`src/rtl/aes_req_sched.sv`:
```
`default_nettype none
// ============================================================================
// Module   : aes_req_sched
// Brief    : Round-robin scheduler sharing one aes_core among NumReq requesters,
//            with key sideload, start/idle tracking and a stuck-busy watchdog.
// Revision : 1.0 - initial release
// ============================================================================
module aes_req_sched #(
    parameter int NumReq        = 4,
    parameter int StartWindow   = 8,
    parameter int TimeoutCycles = 1024
) (
    input  logic                  clk_i,
    input  logic                  rst_ni,
    input  logic [NumReq-1:0]     req_i,
    input  logic [NumReq*128-1:0] key_i,
    output logic [NumReq-1:0]     gnt_o,
    output logic [NumReq-1:0]     done_o,
    output logic                  err_o,
    output logic                  aes_key_valid_o,
    output logic [127:0]          aes_key_o,
    output logic                  aes_start_o,
    input  logic                  aes_idle_i,
    output logic                  busy_o,
    output logic                  alert_o
);

    localparam int PtrW = $clog2(NumReq);
    localparam int CntW = $clog2(TimeoutCycles + 1);
    localparam logic [CntW-1:0] C_SW_LAST  = CntW'(StartWindow - 1);
    localparam logic [CntW-1:0] C_TO_LAST  = CntW'(TimeoutCycles - 1);
    localparam logic [CntW-1:0] C_CNT_MAX  = '1;
    localparam logic [PtrW-1:0] C_PTR_LAST = PtrW'(NumReq - 1);

    typedef enum logic [2:0] {
        ST_IDLE      = 3'd0,
        ST_KEY       = 3'd1,
        ST_START     = 3'd2,
        ST_WAIT_BUSY = 3'd3,
        ST_WAIT_IDLE = 3'd4,
        ST_DONE      = 3'd5,
        ST_LOCKED    = 3'd6
    } state_e;

    state_e            state_q, state_d;
    logic [PtrW-1:0]   ptr_q, ptr_d;
    logic [PtrW-1:0]   owner_q, owner_d;
    logic [127:0]      key_q, key_d;
    logic [CntW-1:0]   cnt_q, cnt_d, cnt_inc;
    logic              err_q, err_d;

    logic [NumReq-1:0] gnt_q, gnt_d;
    logic [NumReq-1:0] done_q, done_d;
    logic              err_out_q, err_out_d;
    logic              key_valid_q, key_valid_d;
    logic              start_q, start_d;
    logic              busy_q, busy_d;
    logic              alert_q, alert_d;

    logic [127:0]      key_arr [NumReq];
    logic [PtrW-1:0]   pick;
    logic [PtrW:0]     sum;
    logic              found;
    logic [NumReq-1:0] owner_oh;

    for (genvar g = 0; g < NumReq; g++) begin : g_key
        assign key_arr[g] = key_i[g*128 +: 128];
    end

    // First asserted request at or after the pointer, wrapping around.
    always_comb begin
        pick  = ptr_q;
        found = 1'b0;
        sum   = '0;
        for (int k = 0; k < NumReq; k++) begin
            sum = {1'b0, ptr_q} + (PtrW+1)'(k);
            if (sum >= (PtrW+1)'(NumReq)) begin
                sum = sum - (PtrW+1)'(NumReq);
            end
            if (!found && req_i[sum[PtrW-1:0]]) begin
                found = 1'b1;
                pick  = sum[PtrW-1:0];
            end
        end
    end

    assign cnt_inc = (cnt_q == C_CNT_MAX) ? cnt_q : cnt_q + CntW'(1);

    always_comb begin
        state_d = state_q;
        ptr_d   = ptr_q;
        owner_d = owner_q;
        key_d   = key_q;
        cnt_d   = cnt_q;
        err_d   = err_q;
        unique case (state_q)
            ST_IDLE: begin
                if (found && aes_idle_i) begin
                    owner_d = pick;
                    key_d   = key_arr[pick];
                    state_d = ST_KEY;
                end
            end
            ST_KEY: state_d = ST_START;
            ST_START: begin
                cnt_d   = '0;
                err_d   = 1'b0;
                state_d = ST_WAIT_BUSY;
            end
            ST_WAIT_BUSY: begin
                if (!aes_idle_i) begin
                    cnt_d   = '0;
                    state_d = ST_WAIT_IDLE;
                end else if (cnt_q == C_SW_LAST) begin
                    err_d   = 1'b1;
                    state_d = ST_DONE;
                end else begin
                    cnt_d = cnt_inc;
                end
            end
            ST_WAIT_IDLE: begin
                if (aes_idle_i) begin
                    err_d   = 1'b0;
                    state_d = ST_DONE;
                end else if (cnt_q == C_TO_LAST) begin
                    state_d = ST_LOCKED;
                end else begin
                    cnt_d = cnt_inc;
                end
            end
            ST_DONE: begin
                ptr_d   = (owner_q == C_PTR_LAST) ? '0 : owner_q + PtrW'(1);
                state_d = ST_IDLE;
            end
            ST_LOCKED: state_d = ST_LOCKED;
            default:   state_d = ST_IDLE;
        endcase
    end

    // Outputs are decoded from the next state so they appear registered.
    always_comb begin
        owner_oh          = '0;
        owner_oh[owner_d] = 1'b1;
        gnt_d       = (state_d == ST_KEY)  ? owner_oh : '0;
        done_d      = (state_d == ST_DONE) ? owner_oh : '0;
        err_out_d   = (state_d == ST_DONE) && err_d;
        key_valid_d = (state_d == ST_KEY);
        start_d     = (state_d == ST_START);
        busy_d      = (state_d != ST_IDLE);
        alert_d     = (state_d == ST_LOCKED);
    end

    always_ff @(posedge clk_i or negedge rst_ni) begin
        if (!rst_ni) begin
            state_q     <= ST_IDLE;
            ptr_q       <= '0;
            owner_q     <= '0;
            key_q       <= '0;
            cnt_q       <= '0;
            err_q       <= 1'b0;
            gnt_q       <= '0;
            done_q      <= '0;
            err_out_q   <= 1'b0;
            key_valid_q <= 1'b0;
            start_q     <= 1'b0;
            busy_q      <= 1'b0;
            alert_q     <= 1'b0;
        end else begin
            state_q     <= state_d;
            ptr_q       <= ptr_d;
            owner_q     <= owner_d;
            key_q       <= key_d;
            cnt_q       <= cnt_d;
            err_q       <= err_d;
            gnt_q       <= gnt_d;
            done_q      <= done_d;
            err_out_q   <= err_out_d;
            key_valid_q <= key_valid_d;
            start_q     <= start_d;
            busy_q      <= busy_d;
            alert_q     <= alert_d;
        end
    end

    assign gnt_o           = gnt_q;
    assign done_o          = done_q;
    assign err_o           = err_out_q;
    assign aes_key_valid_o = key_valid_q;
    assign aes_key_o       = key_q;
    assign aes_start_o     = start_q;
    assign busy_o          = busy_q;
    assign alert_o         = alert_q;

endmodule
`default_nettype wire

```
`config.mk`:
```
export PLATFORM = sky130hd
export DESIGN_NAME = aes_req_sched
export DESIGN_NICKNAME = d
export VERILOG_FILES = /design/src/rtl/aes_req_sched.sv
export SDC_FILE = /design/constraint.sdc
export NUM_CORES = 1
export LEC_CHECK = 0
export BUFFER_PORTS_ARGS = -buffer_cell sky130_fd_sc_hd__buf_2
export CAP_MARGIN = 40
export CELL_PAD_IN_SITES_DETAIL_PLACEMENT = 2
export CELL_PAD_IN_SITES_GLOBAL_PLACEMENT = 2
export CORE_AREA = 4 4 257 259
export DETAILED_ROUTE_END_ITERATION = 8
export DIE_AREA = 0 0 261 263
export HOLD_SLACK_MARGIN = 0.02
export PLACE_DENSITY = 0.55
export SLEW_MARGIN = 25
export SYNTH_ARGS = -nofsm -noshare
export SYNTH_HDL_FRONTEND = slang
export SYNTH_SLANG_ARGS = --single-unit
```
`constraint.sdc`:
```
create_clock -name clk_i -period 1.95 [get_ports clk_i]
set_input_delay 0.0975 -clock clk_i [delete_from_list [all_inputs] [get_ports clk_i]]
set_output_delay 0.0975 -clock clk_i [all_outputs]
set_load 0.01 [all_outputs]
```
==> flow_metrics.env, run 1 <==
export IMPL_status="finished, violations left"
export IMPL_violations="setup timing"
export IMPL_grt_pass1_wl_um=98300
export IMPL_wire_per_inst_um=24.0
export IMPL_drcViolationCount=0
export IMPL_reg2reg_to="aes_key_o[25]$_DFFE_PN0P_"
export IMPL_drive_above_1_share=0.499
export IMPL_slew_headroom=0.675
export IMPL_drtPass1Iterations=4
export IMPL_ff2ff_setup_slack_ps=-40
export IMPL_via_count=12642
export IMPL_synth_edf_count=0
export IMPL_min_period_over_period=1.02
export IMPL_worstSetupPathType="reg -> reg"
export IMPL_yosysTopAreaCellShare=0.384
export IMPL_hold_path_end="aes_key_o[8]$_DFFE_PN0P_"
export IMPL_clk_pin_slew_ps=70
export IMPL_die_height_um=263
export IMPL_ir_drop_mv=0.645
export IMPL_io_pins=660
export IMPL_cts_sinks=159
export IMPL_synthArstFlopShare=1.00
export IMPL_dpl_hpwl_um=43900
export IMPL_synth_area_leaders="dfrtp_1, mux2i_1, a221oi_2"
export IMPL_via_per_inst=4.31
export IMPL_yosysWarnings=0
export IMPL_setup_slack_ps=-36.0
export IMPL_hold_path_class="in -> reg"
export IMPL_internal_power_mw=13.9
export IMPL_grt_pass1_vias=15063
export IMPL_rsz0062_at_grt="yes"
export IMPL_nets=2567
export IMPL_stdcell_count=2931
export IMPL_finalHoldViolations=0
export IMPL_switching_share=0.421
export IMPL_ys_seq_area_frac=0.384
export IMPL_place_gp_congestion=0.759
export IMPL_wl_um=70200
export IMPL_period_needed_ps=1990
export IMPL_clock_skew_ps=9.63
export IMPL_ant_nets=0
export IMPL_regToRegStartpoint="ptr_q[1]$_DFFE_PN0N_"
export IMPL_pwr_density_cell_nw_per_um2=1120
export IMPL_cp_end_kind="flop"
export IMPL_fmax_ghz=0.504
export IMPL_hold_depth=3
export IMPL_area_delta_synth_final_pct=106
export IMPL_path_max_fanout=15
export IMPL_synth_seq_cells=159
export IMPL_clockBufferDepth=2
export IMPL_p_leak_nw=9.97
export IMPL_final_cell_area_um2=21300
export IMPL_placement_io_buffers=659
export IMPL_dieArea_um2=68600
export IMPL_num_rows=93
export IMPL_worstHoldStart="key_i[8]"
export IMPL_yosysTopAreaCell="dfrtp_1"
export IMPL_placed_area_um2=15200
export IMPL_worstSkewPairLatency_ps=480
export IMPL_cap_violations=0
export IMPL_rr_worst_depth=6
export IMPL_yosys_cell_types_count=61
export IMPL_antenna_found_initial=20
export IMPL_detail_route_iter0_violations=448
export IMPL_p_comb_frac=0.602
export IMPL_track_usage=0.191
export IMPL_avgSynthCellArea_um2=11.7
export IMPL_slew_violations=0
export IMPL_cp_start_kind="flop"
export IMPL_power_switching_mw=10.1
export IMPL_cts_root_buf="clkbuf_16"
export IMPL_grt_max_degree=53
export IMPL_synthCells=884
export IMPL_htree_levels=4
export IMPL_syn_nets=1405
export IMPL_required_ps=2290
export IMPL_p_seq_frac=0.241
export IMPL_core_area_um2=63900
export IMPL_syn_cell_area_um2=10400
export IMPL_gr_total_overflow=0
export IMPL_yosys_most_used_dff="dfrtp_1"
export IMPL_worstPathArrival_ps=2330
export IMPL_cts_tree="yes"
export IMPL_start_util=0.162
export IMPL_cts_buffers=17
export IMPL_worstMarginPinSlew_ps=483
export IMPL_die_w_um=261
export IMPL_p_total_mw=24.0
export IMPL_clkPwrFrac=0.157
export IMPL_finalSetupViolCount=31
export IMPL_dp_cells=2421
## flip-flops by register name, indices dropped and copies added (netlist names)
register / cells
ptr_q: 2
aes_key_o: 128
busy_o: 1
aes_start_o: 1
done_o: 4
alert_o: 1
cnt_q: 11
aes_key_valid_o: 1
err_o: 1
gnt_o: 4
state_q: 3
owner_q: 2
## metrics by stage
stage,TNS (ps),util,setup slack [ps],hold WS (ps)
final,-363,0.334,-36.0,12.0
after global routing,-8340,0.334,-122,22.0
after CTS,-460,0.324,-39.5,20.2
after detailed placement,-4880,0.238,-186,74.0
after global placement,-1260,0.238,-127,65.6
after floorplan,0,-,36.0,-198
## cells in the final DEF, fill, tap and decap left out, drive strengths merged, types with 5 or more instances in the layout
cell / n
o21ai: 7
a21oi: 5
nand3: 5
nand2: 18
dfrtp: 159
mux2i: 257
nor4: 6
a221oi: 128
buf: 767
nor3: 8
dlygate4sd3: 448
nor2: 148
clkbuf: 25
clkinv: 5
diode: 17
## layer usage
metal	GRT usage	up-vias	routed length (µm)
met5	0	-	14
met4	0.0957	2	2830
met3	0.0374	140	3280
met2	0.358	430	38200
met1	0.200	6317	25900
li1	-	5753	-
## synth_stat cells, types with 8 or more instances
| master | count |
|---|---|
| a221oi_1 | 8 |
| buf_2 | 14 |
| a221oi_2 | 120 |
| clkbuf_1 | 16 |
| buf_4 | 24 |
| nand2_1 | 17 |
| clkbuf_4 | 8 |
| nor3_1 | 8 |
| dfrtp_1 | 159 |
| mux2i_1 | 257 |
| nor2_1 | 145 |
| buf_8 | 10 |
## worst max-delay path, cell delays in order (launching register included)
cell	delay (ps)
dfrtp_2	440
and3b_1	190
or4_4	460
a21oi_4	240
buf_12	200
buf_12	190
a221oi_1	90
## power groups by stage
| stage | combinational, mW | sequential [mW] | clock, mW |
|---|---|---|---|
| final | 14.4 | 5.77 | 3.77 |
| after global routing | 15.4 | 5.95 | 4.05 |
| after CTS | 13.6 | 5.70 | 3.95 |
| after detailed placement | 11.9 | 5.74 | 0 |
| after global placement | 11.7 | 5.67 | 0 |
| after floorplan | 6.58 | 6.20 | 0 |
## repair_timing
item                                   4_1_cts  5_1_grt
endpoints found under the hold margin      281        4
pin swaps                                   15        6
gates resized for setup                     79       85
cloned                                       3        7
hold buffers                               441        7
setup buffers                                4        1
setup endpoints to repair                  100      141
## kinds of logic (layout without fill, tap and decap cells)
family                     Yosys count  count (layout)  share of synthesized area
muxes                              258             258                      0.249
other                                0              17                          0
adders and majority gates            2               2                    0.00241
AOI/OAI and AO/OA                  169             169                      0.211
and+or+nand+nor                    211             212                     0.0918
buffers and inverters               81            1255                     0.0586
DFF                                159             159                      0.384
xor gates and xnor gates             4               4                    0.00338
## area by class of cell
| type | instances | area (µm²) |
|---|---|---|
| antenna | 17 | 42.5 |
| clock buffer | 20 | 447 |
| clock inverter | 12 | 184 |
| fill | 6887 | 42600 |
| inverter | 3 | 16.3 |
| multi-input combinational | 645 | 6370 |
| sequential | 159 | 3980 |
| tap | 855 | 1070 |
| timing repair buffer | 1220 | 9210 |
## how the worst max path moves through the flow
stage | startpoint | endpoint | slack (ps) | depth (start not counted)
global route | ptr_q[0]$_DFFE_PN0N_ | aes_key_o[21]$_DFFE_PN0P_ | -120 | 7
CTS | ptr_q[0]$_DFFE_PN0N_ | aes_key_o[31]$_DFFE_PN0P_ | -40 | 8
detailed placement | ptr_q[0]$_DFFE_PN0N_ | aes_key_o[23]$_DFFE_PN0P_ | -190 | 9
floorplan | cnt_q[0]$_DFFE_PN0P_ | cnt_q[5]$_DFFE_PN0P_ | 40 | 7
finish | ptr_q[1]$_DFFE_PN0N_ | aes_key_o[25]$_DFFE_PN0P_ | -40 | 6
global placement | ptr_q[0]$_DFFE_PN0N_ | aes_key_o[23]$_DFFE_PN0P_ | -130 | 9
Power figures use the tool's default switching activity.
==> run 2: changes to the inputs <==
- PLACE_DENSITY: 0.55 -> 0.59
==> flow_metrics.env, run 2 (synthesis gave the netlist of run 1 again) <==
export IMPL_p_leak_nw=10.1
export IMPL_slew_violations=0
export IMPL_wire_per_inst_um=24.3
export IMPL_clock_skew_ps=8.35
export IMPL_pwr_density_cell_nw_per_um2=1130
export IMPL_p_comb_frac=0.611
export IMPL_finalCoreUtilization=0.340
export IMPL_gr_total_overflow=0
export IMPL_cp_buffers_inverters=2
export IMPL_layout_commonest_cell="buf_2"
export IMPL_cap_violations=0
export IMPL_cp_start_kind="flop"
export IMPL_hold_ws_ps=28.9
export IMPL_setup_slack_ps=-164
export IMPL_num_rows=93
export IMPL_clk_pin_slew_ps=70
export IMPL_power_switching_mw=10.4
export IMPL_fmax_ghz=0.473
export IMPL_largest_reg_flops=128
export IMPL_period_needed_ps=2110
export IMPL_worstSkewPairLatency_ps=480
export IMPL_nets=2577
export IMPL_rsz0062_at_grt="yes"
export IMPL_wl_um=71600
export IMPL_clkPwrFrac=0.154
export IMPL_die_w_um=261
export IMPL_top_usage_layer="met2"
export IMPL_cp_end_kind="flop"
export IMPL_gr_usage_met1=0.194
export IMPL_drtPass1Iterations=4
export IMPL_core_area_um2=63900
export IMPL_antenna_found_initial=21
export IMPL_grtUsageMet3=0.0557
export IMPL_path_max_fanout=6
export IMPL_area_delta_synth_final_pct=109
export IMPL_cpPeakStageDelay_ps=570
export IMPL_fill_cells=6864
export IMPL_p_total_mw=24.6
export IMPL_drive_above_1_share=0.511
export IMPL_violations="setup timing"
export IMPL_place_gp_congestion=0.826
export IMPL_path_cells="and3b_1 > or4_4 > nand2_4 > nor2_4 > buf_12 > buf_16 > a221oi_4"
export IMPL_final_cell_mix="buf_2, dlygate4sd3_1, mux2i_1, dfrtp_1, nor2_1"
export IMPL_final_cell_area_um2=21700
export IMPL_ir_drop_mv=0.625
export IMPL_min_period_over_period=1.08
export IMPL_placed_area_um2=15300
export IMPL_placement_io_buffers=659
export IMPL_required_ps=2320
export IMPL_critPathTopFamily="simple AND/OR/NAND/NOR gates"
export IMPL_track_usage=0.192
export IMPL_io_pins=660
export IMPL_die_height_um=263
export IMPL_finalSetupViolCount=130
export IMPL_worstMarginPinSlew_ps=581
export IMPL_dpl_hpwl_um=43600
export IMPL_switching_share=0.424
export IMPL_internal_power_mw=14.1
export IMPL_grt_max_degree=47
export IMPL_crit_path_top_delay_cell="or4_4"
export IMPL_via_count=12910
export IMPL_pre_cts_ws_ps=-207
export IMPL_slew_headroom=0.613
export IMPL_detail_route_iter0_violations=404
export IMPL_p_seq_frac=0.235
export IMPL_status="finished, violations left"
export IMPL_ant_nets=0
export IMPL_hold_path_class="in -> reg"
export IMPL_drcViolationCount=0
export IMPL_cts_sinks=159
export IMPL_worstPathArrival_ps=2480
export IMPL_cts_buffers=17
export IMPL_cts_root_buf="clkbuf_16"
export IMPL_clockBufferDepth=2
export IMPL_cts_tree="yes"
export IMPL_grt_pass1_vias=15378
export IMPL_dieArea_um2=68600
export IMPL_worstSetupPathType="reg -> reg"
export IMPL_start_util=0.162
export IMPL_grt_use_met2=0.361
export IMPL_htree_levels=4
export IMPL_finalHoldViolations=0
export IMPL_via_per_inst=4.39
export IMPL_grt_pass1_wl_um=99600
run 2: cell types whose count changed in the layout (fill, tap and decap cells not counted), moves of 8 or more:
cell | previous run | this run
a221oi_2 | 122 | 110
mux2i_1 | 183 | 192
mux2i_4 | 17 | 9
a221oi_4 | 2 | 17
dlygate4sd3_1 | 448 | 423
buf_4 | 57 | 72
run 2: power by group through the flow:
stage	Combinational, mW	Sequential [mW]	Clock (mW)
6_report	15.0	5.78	3.78
5_1_grt	15.9	5.93	4.07
4_1_cts	13.7	5.68	3.94
3_5_place_dp	12.1	5.72	0
3_3_place_gp	11.8	5.65	0
2_1_floorplan	6.58	6.20	0
run 2: worst paths after layout:
check	depth (start not counted)	endpoint	startpoint	slack, ps
min reg2reg	2	aes_key_o[2]$_DFFE_PN0P_	aes_key_o[2]$_DFFE_PN0P_	590
max in group asynchronous	3	aes_key_o[19]$_DFFE_PN0P_	rst_ni	1120
max reg2reg	7	aes_key_o[78]$_DFFE_PN0P_	ptr_q[1]$_DFFE_PN0N_	-160
max	7	aes_key_o[78]$_DFFE_PN0P_	ptr_q[1]$_DFFE_PN0N_	-160
min in group asynchronous	2	alert_o$_DFF_PN0_	rst_ni	160
min	3	aes_key_o[65]$_DFFE_PN0P_	key_i[449]	30
run 2: area by class of cell:
cell class	count	area (µm²)	share of cell area
Timing Repair Buffer	1231	9520	0.439
Multi-Input combinational cell	644	6440	0.297
Sequential cell	159	3980	0.184
Tap cell	855	1070	0.0493
Clock buffer	23	468	0.0216
Clock inverter	8	154	0.00709
Antenna cell	19	47.5	0.00219
Inverter	3	13.8	0.000634
run 2: per-stage QoR:
stage                     setup TNS, ps  std cells
after CTS                         -6920       2892
after global routing             -20690       2940
after detailed placement         -18760       2433
after floorplan                       0        884
final                            -11690       2942
after global placement            -7890       2433
run 2: per-layer routing:
metal	vias to the layer above	share of wire
li1	5780	-
met1	6463	0.36
met2	490	0.54
met3	173	0.062
met4	4	0.047
met5	-	0.00036
run 2: worst register-to-register path: stages (launching register included):
cell and delay (ps):
dfrtp_1 410, and3b_1 180, or4_4 570, nand2_4 100, nor2_4 60, buf_12 160, buf_16 190, a221oi_4 330
run 2: repair_timing:
item                                    in CTS  in global routing
resized for setup                           85                101
hold endpoints to repair                   176                  6
gates cloned                                 4                 14
endpoints found under the setup margin     132                139
buffers inserted                            10                 10
hold buffers                               415                  8
pin swaps                                    8                 31
